===== config.mk =====
export PLATFORM = sky130hd
export DESIGN_NAME = ysyx_22050078_ifu
export DESIGN_NICKNAME = d
export VERILOG_FILES = /design/src/rtl/ysyx_22050078_ifu.sv
export SDC_FILE = /design/constraint.sdc
export NUM_CORES = 1
export LEC_CHECK = 0
export CAP_MARGIN = 20
export CELL_PAD_IN_SITES_DETAIL_PLACEMENT = 0
export CELL_PAD_IN_SITES_GLOBAL_PLACEMENT = 1
export CORE_ASPECT_RATIO = 0.8
export CORE_MARGIN = 2
export CORE_UTILIZATION = 30
export DETAILED_ROUTE_END_ITERATION = 7
export PLACE_DENSITY = 0.75
export REMOVE_ABC_BUFFERS = 1
export SKIP_LAST_GASP = 1
export SLEW_MARGIN = 20
export SYNTH_ARGS = -nofsm -noshare
export SYNTH_HDL_FRONTEND = slang
export SYNTH_SLANG_ARGS = --single-unit

===== constraint.sdc =====
create_clock -name clk -period 1.4 [get_ports clk]
set_input_delay 0.28 -clock clk [delete_from_list [all_inputs] [get_ports clk]]
set_output_delay 0.28 -clock clk [all_outputs]
set_load 0.005 [all_outputs]

===== src/rtl/ysyx_22050078_ifu.sv =====
// rtl/ysyx_22050078_ifu.sv - instruction fetch stage with IF/ID register (optional: IFU_MISALIGN_TRAP_EN)
module ysyx_22050078_ifu #(
    parameter int CPU_WIDTH = 64,
    parameter int INST_WIDTH = 32,
    parameter logic [INST_WIDTH-1:0] NOP_INST = 32'h00000013
) (
    input  logic                  clk,
    input  logic                  rst,
    input  logic [CPU_WIDTH-1:0]  i_pc,
    output logic                  o_pcwen,
    input  logic                  i_flush,
    input  logic                  i_id_ready,
    output logic                  o_imem_req,
    output logic [CPU_WIDTH-1:0]  o_imem_addr,
    input  logic                  i_imem_gnt,
    input  logic                  i_imem_rvalid,
    input  logic [INST_WIDTH-1:0] i_imem_rdata,
    output logic                  o_valid,
    output logic [INST_WIDTH-1:0] o_inst,
    output logic [CPU_WIDTH-1:0]  o_pc
);

    typedef enum logic [1:0] {S_REQ, S_WAIT, S_DROP, S_HOLD} state_t;

    state_t                state;
    logic [INST_WIDTH-1:0] hold_inst;
    logic [CPU_WIDTH-1:0]  hold_pc;
    logic                  flush;
    logic                  slot_free;
    logic                  misaligned;
    logic                  load;
    logic [INST_WIDTH-1:0] load_inst;
    logic [CPU_WIDTH-1:0]  load_pc;

`ifdef IFU_MISALIGN_TRAP_EN
    localparam logic [INST_WIDTH-1:0] EBREAK_INST = 32'h00100073;
    assign misaligned = (i_pc[1:0] != 2'b00);
`else
    assign misaligned = 1'b0;
`endif

    // A redirect only counts once decode actually consumes the branch sitting in IF/ID.
    assign flush     = i_flush && o_valid && i_id_ready;
    assign slot_free = !o_valid || i_id_ready;

    assign o_imem_req  = (state == S_REQ) && !misaligned;
    assign o_imem_addr = (state == S_REQ) ? {i_pc[CPU_WIDTH-1:2], 2'b00} : '0;

    // The PC advances when an instruction lands in IF/ID, or jumps on a redirect.
    assign o_pcwen = !rst && (load || flush);

    // Select what (if anything) is written into IF/ID this cycle.
    always_comb begin
        load      = 1'b0;
        load_inst = hold_inst;
        load_pc   = hold_pc;
        case (state)
`ifdef IFU_MISALIGN_TRAP_EN
            S_REQ: begin
                if (misaligned && slot_free && !flush) begin
                    load      = 1'b1;
                    load_inst = EBREAK_INST;
                    load_pc   = i_pc;
                end
            end
`endif
            S_WAIT: begin
                if (i_imem_rvalid && slot_free && !flush) begin
                    load      = 1'b1;
                    load_inst = i_imem_rdata;
                    load_pc   = i_pc;
                end
            end
            S_HOLD: begin
                if (slot_free && !flush) begin
                    load = 1'b1;
                end
            end
            default: ;
        endcase
    end

    // Fetch FSM, hold buffer and IF/ID register.
    always_ff @(posedge clk) begin
        if (rst) begin
            state     <= S_REQ;
            o_valid   <= 1'b0;
            o_inst    <= NOP_INST;
            o_pc      <= '0;
            hold_inst <= '0;
            hold_pc   <= '0;
        end else begin
            case (state)
                S_REQ: begin
                    if (o_imem_req && i_imem_gnt) begin
                        state <= flush ? S_DROP : S_WAIT;
                    end
                end
                S_WAIT: begin
                    if (i_imem_rvalid) begin
                        if (flush || slot_free) begin
                            state <= S_REQ;
                        end else begin
                            hold_inst <= i_imem_rdata;
                            hold_pc   <= i_pc;
                            state     <= S_HOLD;
                        end
                    end else if (flush) begin
                        state <= S_DROP;
                    end
                end
                S_DROP: begin
                    if (i_imem_rvalid) begin
                        state <= S_REQ;
                    end
                end
                S_HOLD: begin
                    if (flush || slot_free) begin
                        state <= S_REQ;
                    end
                end
                default: state <= S_REQ;
            endcase

            if (flush) begin
                o_valid <= 1'b0;
                o_inst  <= NOP_INST;
            end else if (load) begin
                o_valid <= 1'b1;
                o_inst  <= load_inst;
                o_pc    <= load_pc;
            end else if (o_valid && i_id_ready) begin
                o_valid <= 1'b0;
                o_inst  <= NOP_INST;
            end
        end
    end

endmodule


==> results of run 1 <==
==> metal layers <==
layer | wire, um | share of wire, % | track usage, %
met1 | 14610 | 48 | 24.37
met3 | 2017 | 6.7 | 5.468
met5 | 0 | 0 | 0
met2 | 13220 | 44 | 27.57
met4 | 318 | 1.1 | 3.819
==> cells in the mapped netlist (all sizes together) <==
library cell / number
dfxtp: 195
a31oi: 2
nand2b: 3
o2bb2ai: 29
nand3: 1
a21o: 2
nand3b: 1
buf: 53
mux2: 3
a31o: 1
a221oi: 1
nor2: 69
and2: 63
o21ai: 3
a21boi: 1
or2: 2
mux2i: 30
a311oi: 64
o22a: 3
inv: 2
clkbuf: 35
a21oi: 101
conb: 1
nand2: 321
nor3: 1
a2111oi: 1
==> worst max path at each step <==
stage                                      from                     to  slack, ns  cells after the start
after floorplan           state[0]$_SDFFE_PP0P_  o_pc[40]$_SDFFE_PP0P_      -4.50                      3
after global placement                  i_flush                o_pcwen      -0.61                      5
after detailed placement          i_imem_rvalid  o_pc[33]$_SDFFE_PP0P_      -0.62                      8
after CTS                 state[0]$_SDFFE_PP0P_         o_imem_addr[8]      -0.79                      5
after global routing      state[1]$_SDFFE_PP0P_        o_imem_addr[40]      -0.68                      7
final                     state[1]$_SDFFE_PP0P_         o_imem_addr[8]      -0.62                      7
==> metrics by stage <==
step | hold WS [ns] | cells | utilization (%) | power, mW | TNS, ns
6_report | 0.2230 | 1724 | 52.11 | 15.42 | -111.60
3_5_place_dp | 0.4460 | 1620 | 44.19 | 9.371 | -125.30
5_1_grt | 0.2487 | 1724 | 52.11 | 16.09 | -134.87
4_1_cts | 0.2037 | 1674 | 47.95 | 14.64 | -117.11
3_3_place_gp | 0.4408 | 1620 | 44.19 | 9.358 | -122.40
2_1_floorplan | 0.3479 | 901 | - | 7.237 | -513.85
==> critical path, delay by kind of cell, from the launching register on <==
family / cells / cell delay (ns)
simple gates: 2 / 0.35
buf+inv: 5 / 0.59
flops: 1 / 0.36
==> where the power goes <==
group | leakage, nW | total [mW] | internal, mW | switching, mW
Clock | 0.272 | 4.80 | 2.40 | 2.40
Combinational | 3.09 | 4.66 | 2.78 | 1.88
Sequential | 1.58 | 5.96 | 5.81 | 0.143
==> flip-flops by register name, indices dropped and copies added (netlist names) <==
name       count
o_inst        32
hold_inst     32
state          2
o_pc          64
o_valid        1
hold_pc       64
==> what timing repair did <==
| item | in CTS | in global routing |
|---|---|---|
| pin swaps | 9 | 41 |
| endpoints found under the setup margin | 354 | 354 |
| setup buffers | 17 | 29 |
| gates cloned | 8 | 27 |
| gates resized for setup | 76 | 299 |
==> kinds of logic after synthesis <==
logic type / Yosys count / share of synthesized area, %
simple gates: 461 / 23.73
compound gates: 208 / 17.83
other cells: 1 / 0.04630
buf+inv: 90 / 6.071
mux: 33 / 4.125
flops: 195 / 48.20
==> layout make-up <==
class | count | share of cell area [%]
timing repair buffer | 434 | 34.42
multi-input combinational | 705 | 29.76
sequential | 195 | 28.46
tap | 357 | 3.248
clock buffer | 19 | 3.220
clock inverter | 12 | 0.8278
inverter | 2 | 0.05458
==> results.md, run 1 <==
* Worst Skew at 0.01109 ns
* Hold endpoint: o_valid$_SDFFE_PP0P_
* Row cnt at 53
* Sequential Area at between 3000 and 4000 um^2
* Unrepaired setup endpoints after global routing: true
* Largest net degree at the start of global routing at approximately 120
* Initial antenna violation count at 0
* Top cell by count, worst path: buf_12
* N_diodes at 0
* WP data required at approximately 1.1 ns
* Synth top area share at between 40% and 50%
* Synthesized flop and latch total at 195
* Fill cells at 2466
* Post-CTS Hold Fix Bufs at 0
* Drt drc at 0
* Status: finished, violations left
* VDD IR max at 0.8509 mV
* Avg WL per Cell at 17.50 um
* Crit-path cells: nor2_4, buf_12, buf_12, buf_6, clkbuf_16, and2_4, clkbuf_2
* Register area share after synthesis at roughly 48%
* Die H at between 150 and 200 um
* H-tree depth at 4
* Tot GR Track Use at about 18%
* HP Start: rst
* Max Slew Vio Count at 0
* Worst hold path class: primary input to flop
* Port bufs at 262
* Max-slew headroom at 54.17%
* CTS Buf Count at 17
* Multi-input gate area at 4094 um^2
* GR Overflow Total at 0
* Tightest Pin Transition at 0.6875 ns
* Worst r2r path cells at 8
* Ports at 265
* Max Freq at between 0.4 and 0.5 GHz
* Layout cells sized above 1 at 27.80%
* Die ar. at about 28000 um^2
* Vias per cell at 4.742
* Most frequent cells in the layout: 314 x nand2_1, 196 x clkdlybuf4s50_1, 192 x dfxtp_1
* Startpoint Class: flop
* Total Routed Length at 30.16 mm
* Vias post-DR at 8176
* Top cells by area, synth: dfxtp_1 48%, nand2_1 15%, a311oi_1 6.8%
* R2R Setup Slk at -0.42 ns
* Bufs on Longest Clock Path at 2
* Initial cell density of the core at 30.69%
* Worst r2r dst: o_pc[42]$_SDFFE_PP0P_
* Worst EP arrival at 1.74 ns
* Worst-Skew Late Latency at 0.43 ns
* Vias in the first global route at 7442
* DRT Pass-1 Iters at 5
* Synthesized instance count at 988
* Leak Pwr at between 4 and 5 nW
* CORE AREA at ~26000 um^2
* Drt initial violations at 420
* Root buf cell: clkbuf_16
* Post-synthesis cell area at between 8000 and 9000 um^2
* CTS tree: built
* Reg clk slew, reported paths at 0.08 ns
* MaxCap Viol Count at 0
* Hpwl dp at 16.00 mm
* Hold path depth at 3
* Synthesis warning total at 0
* Dominant cell type by area after synthesis: dfxtp_1
* TritonCTS sink count at 195
* RR Startpoint: state[1]$_SDFFE_PP0P_
* Final min period at around 2 ns
* Chip width at 187.7 um
* Final period utilization at 144.4%
* Final setup viols at 354
* Final count of hold timing violations at 0
* Routability Congestion at 0.7998
* Crit end category: output pin
* Crit Path Class: flop to output pin
* Worst path max stage delay at 0.36 ns
* Placement Cell Area at 11660 um^2
* Failing checks: negative setup slack
* Nets at between 1000 and 1500
* Post-route ant nets at 0
* Commonest non-fill, non-tap cell in the layout: nand2_1
* Slowest-stage cell, CP: dfxtp_4
* Slack of the critical path at -0.6212 ns
* Average size of a mapped cell at roughly 8 um^2
* Maximum fanout along the worst path at 5
* Pwr Density at 1121 nW/um^2
* DP Worst Slack at -0.6205 ns
* First-pass GRT wire length at 40.17 mm
* Fin area at 13750 um^2
* Area Overhead vs Synth at 69.83%
* Cell variety after synth at 33
(Power assumes the default switching activity.)
==> run 2: changes to the inputs <==
--- a/config.mk
+++ b/config.mk
@@ -9,7 +9,7 @@
 export CELL_PAD_IN_SITES_DETAIL_PLACEMENT = 0
 export CELL_PAD_IN_SITES_GLOBAL_PLACEMENT = 1
 export CORE_ASPECT_RATIO = 0.8
-export CORE_MARGIN = 2
+export CORE_MARGIN = 8
 export CORE_UTILIZATION = 30
 export DETAILED_ROUTE_END_ITERATION = 7
 export PLACE_DENSITY = 0.75
==> results.md, run 2 (same netlist as run 1, synthesis figures left out) <==
* Status: finished, violations left
* Failing checks: negative setup slack
* Row cnt at 53
* Crit-path cells: nor2_4, buf_12, buf_12, buf_6, clkbuf_16, buf_6, and2_4, buf_6
* Max Slew Vio Count at 0
* Initial antenna violation count at 1
* Ports at 265
* Multi-input gate area at 4088 um^2
* Worst hold path class: primary input to flop
* Vias post-DR at between 8000 and 9000
* First-pass GRT wire length at approximately 44 mm
* Drt drc at 0
* Commonest non-fill, non-tap cell in the layout: nand2_1
* Reg clk slew, reported paths at 0.08 ns
* N_diodes at 0
* Final min period at roughly 2 ns
* TritonCTS sink count at 195
* Unrepaired setup endpoints after global routing: true
* Maximum fanout along the worst path at 7
* Die ar. at roughly 33000 um^2
* Hold WS at 0.2654 ns
* Hpwl dp at 18.18 mm
* Top cell by count, worst path: buf_6
* WP data required at 1.12 ns
* Initial cell density of the core at 30.69%
* Bufs on Longest Clock Path at 2
* Chip width at 199.7 um
* TNS Setup at -121.16 ns
* Power Total at 15.88 mW
* H-tree depth at 4
* Largest regs: hold_pc x64, o_pc x64
* Worst EP arrival at between 1.5 and 2 ns
* Slowest-stage cell, CP: dfxtp_4
* CTS tree: built
* Slack of the critical path at -0.6371 ns
* Tot GR Track Use at between 10% and 20%
* # placed instances at 1633
* Crit Path Class: flop to output pin
* Pwr Density at 1132 nW/um^2
* Sequential Area at 3915 um^2
* Total Routed Length at approximately 33 mm
* Nets at 1481
* Avg WL per Cell at 19.04 um
* Vias per cell at 4.750
* Final setup viols at 354
* DP Worst Slack at -0.6696 ns
* Startpoint Class: flop
* Area Overhead vs Synth at 73.20%
* Worst-Skew Late Latency at between 0.4 and 0.5 ns
* Final count of hold timing violations at 0
* Crit end category: output pin
* Layout cells sized above 1 at 26.29%
* Core Util, Final at roughly 53%
* Placement Cell Area at 11770 um^2
* CORE AREA at 26390 um^2
* Layout Cells excl Fill at about 1700
* Most frequent cells in the layout: 302 x nand2_1, 196 x clkdlybuf4s50_1, 192 x dfxtp_1
* Leak Pwr at between 5 and 6 nW
* Fin area at 14030 um^2
* Root buf cell: clkbuf_16
* Vias in the first global route at 7595
* Worst Skew at between 0.01 and 0.015 ns
* Final period utilization at 145.5%
* Fill cells at 2496
* Routability Congestion at between 0.7 and 0.8
* WP buf/inv at 6
* GR Overflow Total at 0
* MaxCap Viol Count at 0
* Drt initial violations at about 450
* Port bufs at between 200 and 300
* VDD IR max at 0.7932 mV
* Die H at 163.0 um
* Critical path's top delay family: buffers and inverters
* Worst path max stage delay at 0.38 ns
* CTS Buf Count at 17
* Post-route ant nets at 0
* Max Freq at 0.4909 GHz
* Largest net degree at the start of global routing at 87
* DRT Pass-1 Iters at 5
## run 2: cell types whose count changed in the layout (fill, tap and decap cells not counted), sizes merged
cell / previous run / this run
buf: 188 / 211
clkbuf: 66 / 55
dlymetal6s2s: 2 / 9
clkdlybuf4s15: 0 / 5
inv: 9 / 11
a21o: 3 / 2
bufbuf: 1 / 0
clkinv: 4 / 5
clkinvlp: 1 / 0
dlygate4sd2: 0 / 1
## run 2: area by class of cell
| cell class | instances | area share (%) |
|---|---|---|
| Multi-Input combinational cell | 704 | 29.14 |
| Timing Repair Buffer | 459 | 35.56 |
| Inverter | 2 | 0.05352 |
| Tap cell | 357 | 3.184 |
| Sequential cell | 195 | 27.91 |
| Clock buffer | 18 | 3.131 |
| Clock inverter | 14 | 1.017 |
## run 2: tightest hold or removal path, stage by stage
cell      delay [ns]
buf_4           0.16
nand2b_1        0.15
a21oi_1         0.05
## run 2: what timing repair did
item / in CTS / in global routing
cloned: 11 / 25
pin swaps: 12 / 62
gates resized for setup: 43 / 276
endpoints found under the setup margin: 354 / 354
setup buffers: 8 / 43
hold buffers: 0 / 0
## run 2: layer usage
metal	GRT usage, %	wire length [um]	vias to the layer above
li1	-	-	4127
met1	23.01	16210	3941
met2	26.15	14620	227
met3	5.143	2275	13
met4	3.339	188	0
met5	0	0	-
## run 2: path summary, 6_finish.rpt
| kind | to | startpoint | slack (ns) | depth (start not counted) |
|---|---|---|---|---|
| min | o_valid$_SDFFE_PP0P_ | rst | 0.27 | 3 |
| max reg2reg | o_inst[1]$_SDFFE_PP1P_ | state[1]$_SDFFE_PP0P_ | -0.47 | 8 |
| min reg2reg | hold_inst[17]$_SDFFE_PP0P_ | hold_inst[17]$_SDFFE_PP0P_ | 0.45 | 2 |
| max | o_imem_addr[34] | state[0]$_SDFFE_PP0P_ | -0.64 | 8 |
## run 2: report_power, final
| part | total (mW) | leakage [nW] | switching [mW] | internal, mW |
|---|---|---|---|---|
| clock network | 4.90 | 0.289 | 2.47 | 2.43 |
| logic | 5.00 | 3.32 | 2.10 | 2.90 |
| registers | 5.97 | 1.58 | 0.161 | 5.81 |
==> run 3: changes to the inputs <==
--- a/config.mk
+++ b/config.mk
@@ -15,7 +15,7 @@
 export PLACE_DENSITY = 0.75
 export REMOVE_ABC_BUFFERS = 1
 export SKIP_LAST_GASP = 1
-export SLEW_MARGIN = 20
+export SLEW_MARGIN = 5
 export SYNTH_ARGS = -nofsm -noshare
 export SYNTH_HDL_FRONTEND = slang
 export SYNTH_SLANG_ARGS = --single-unit
==> results of run 3 <==
Final layout, timing and power as in run 2 (identical DEF).
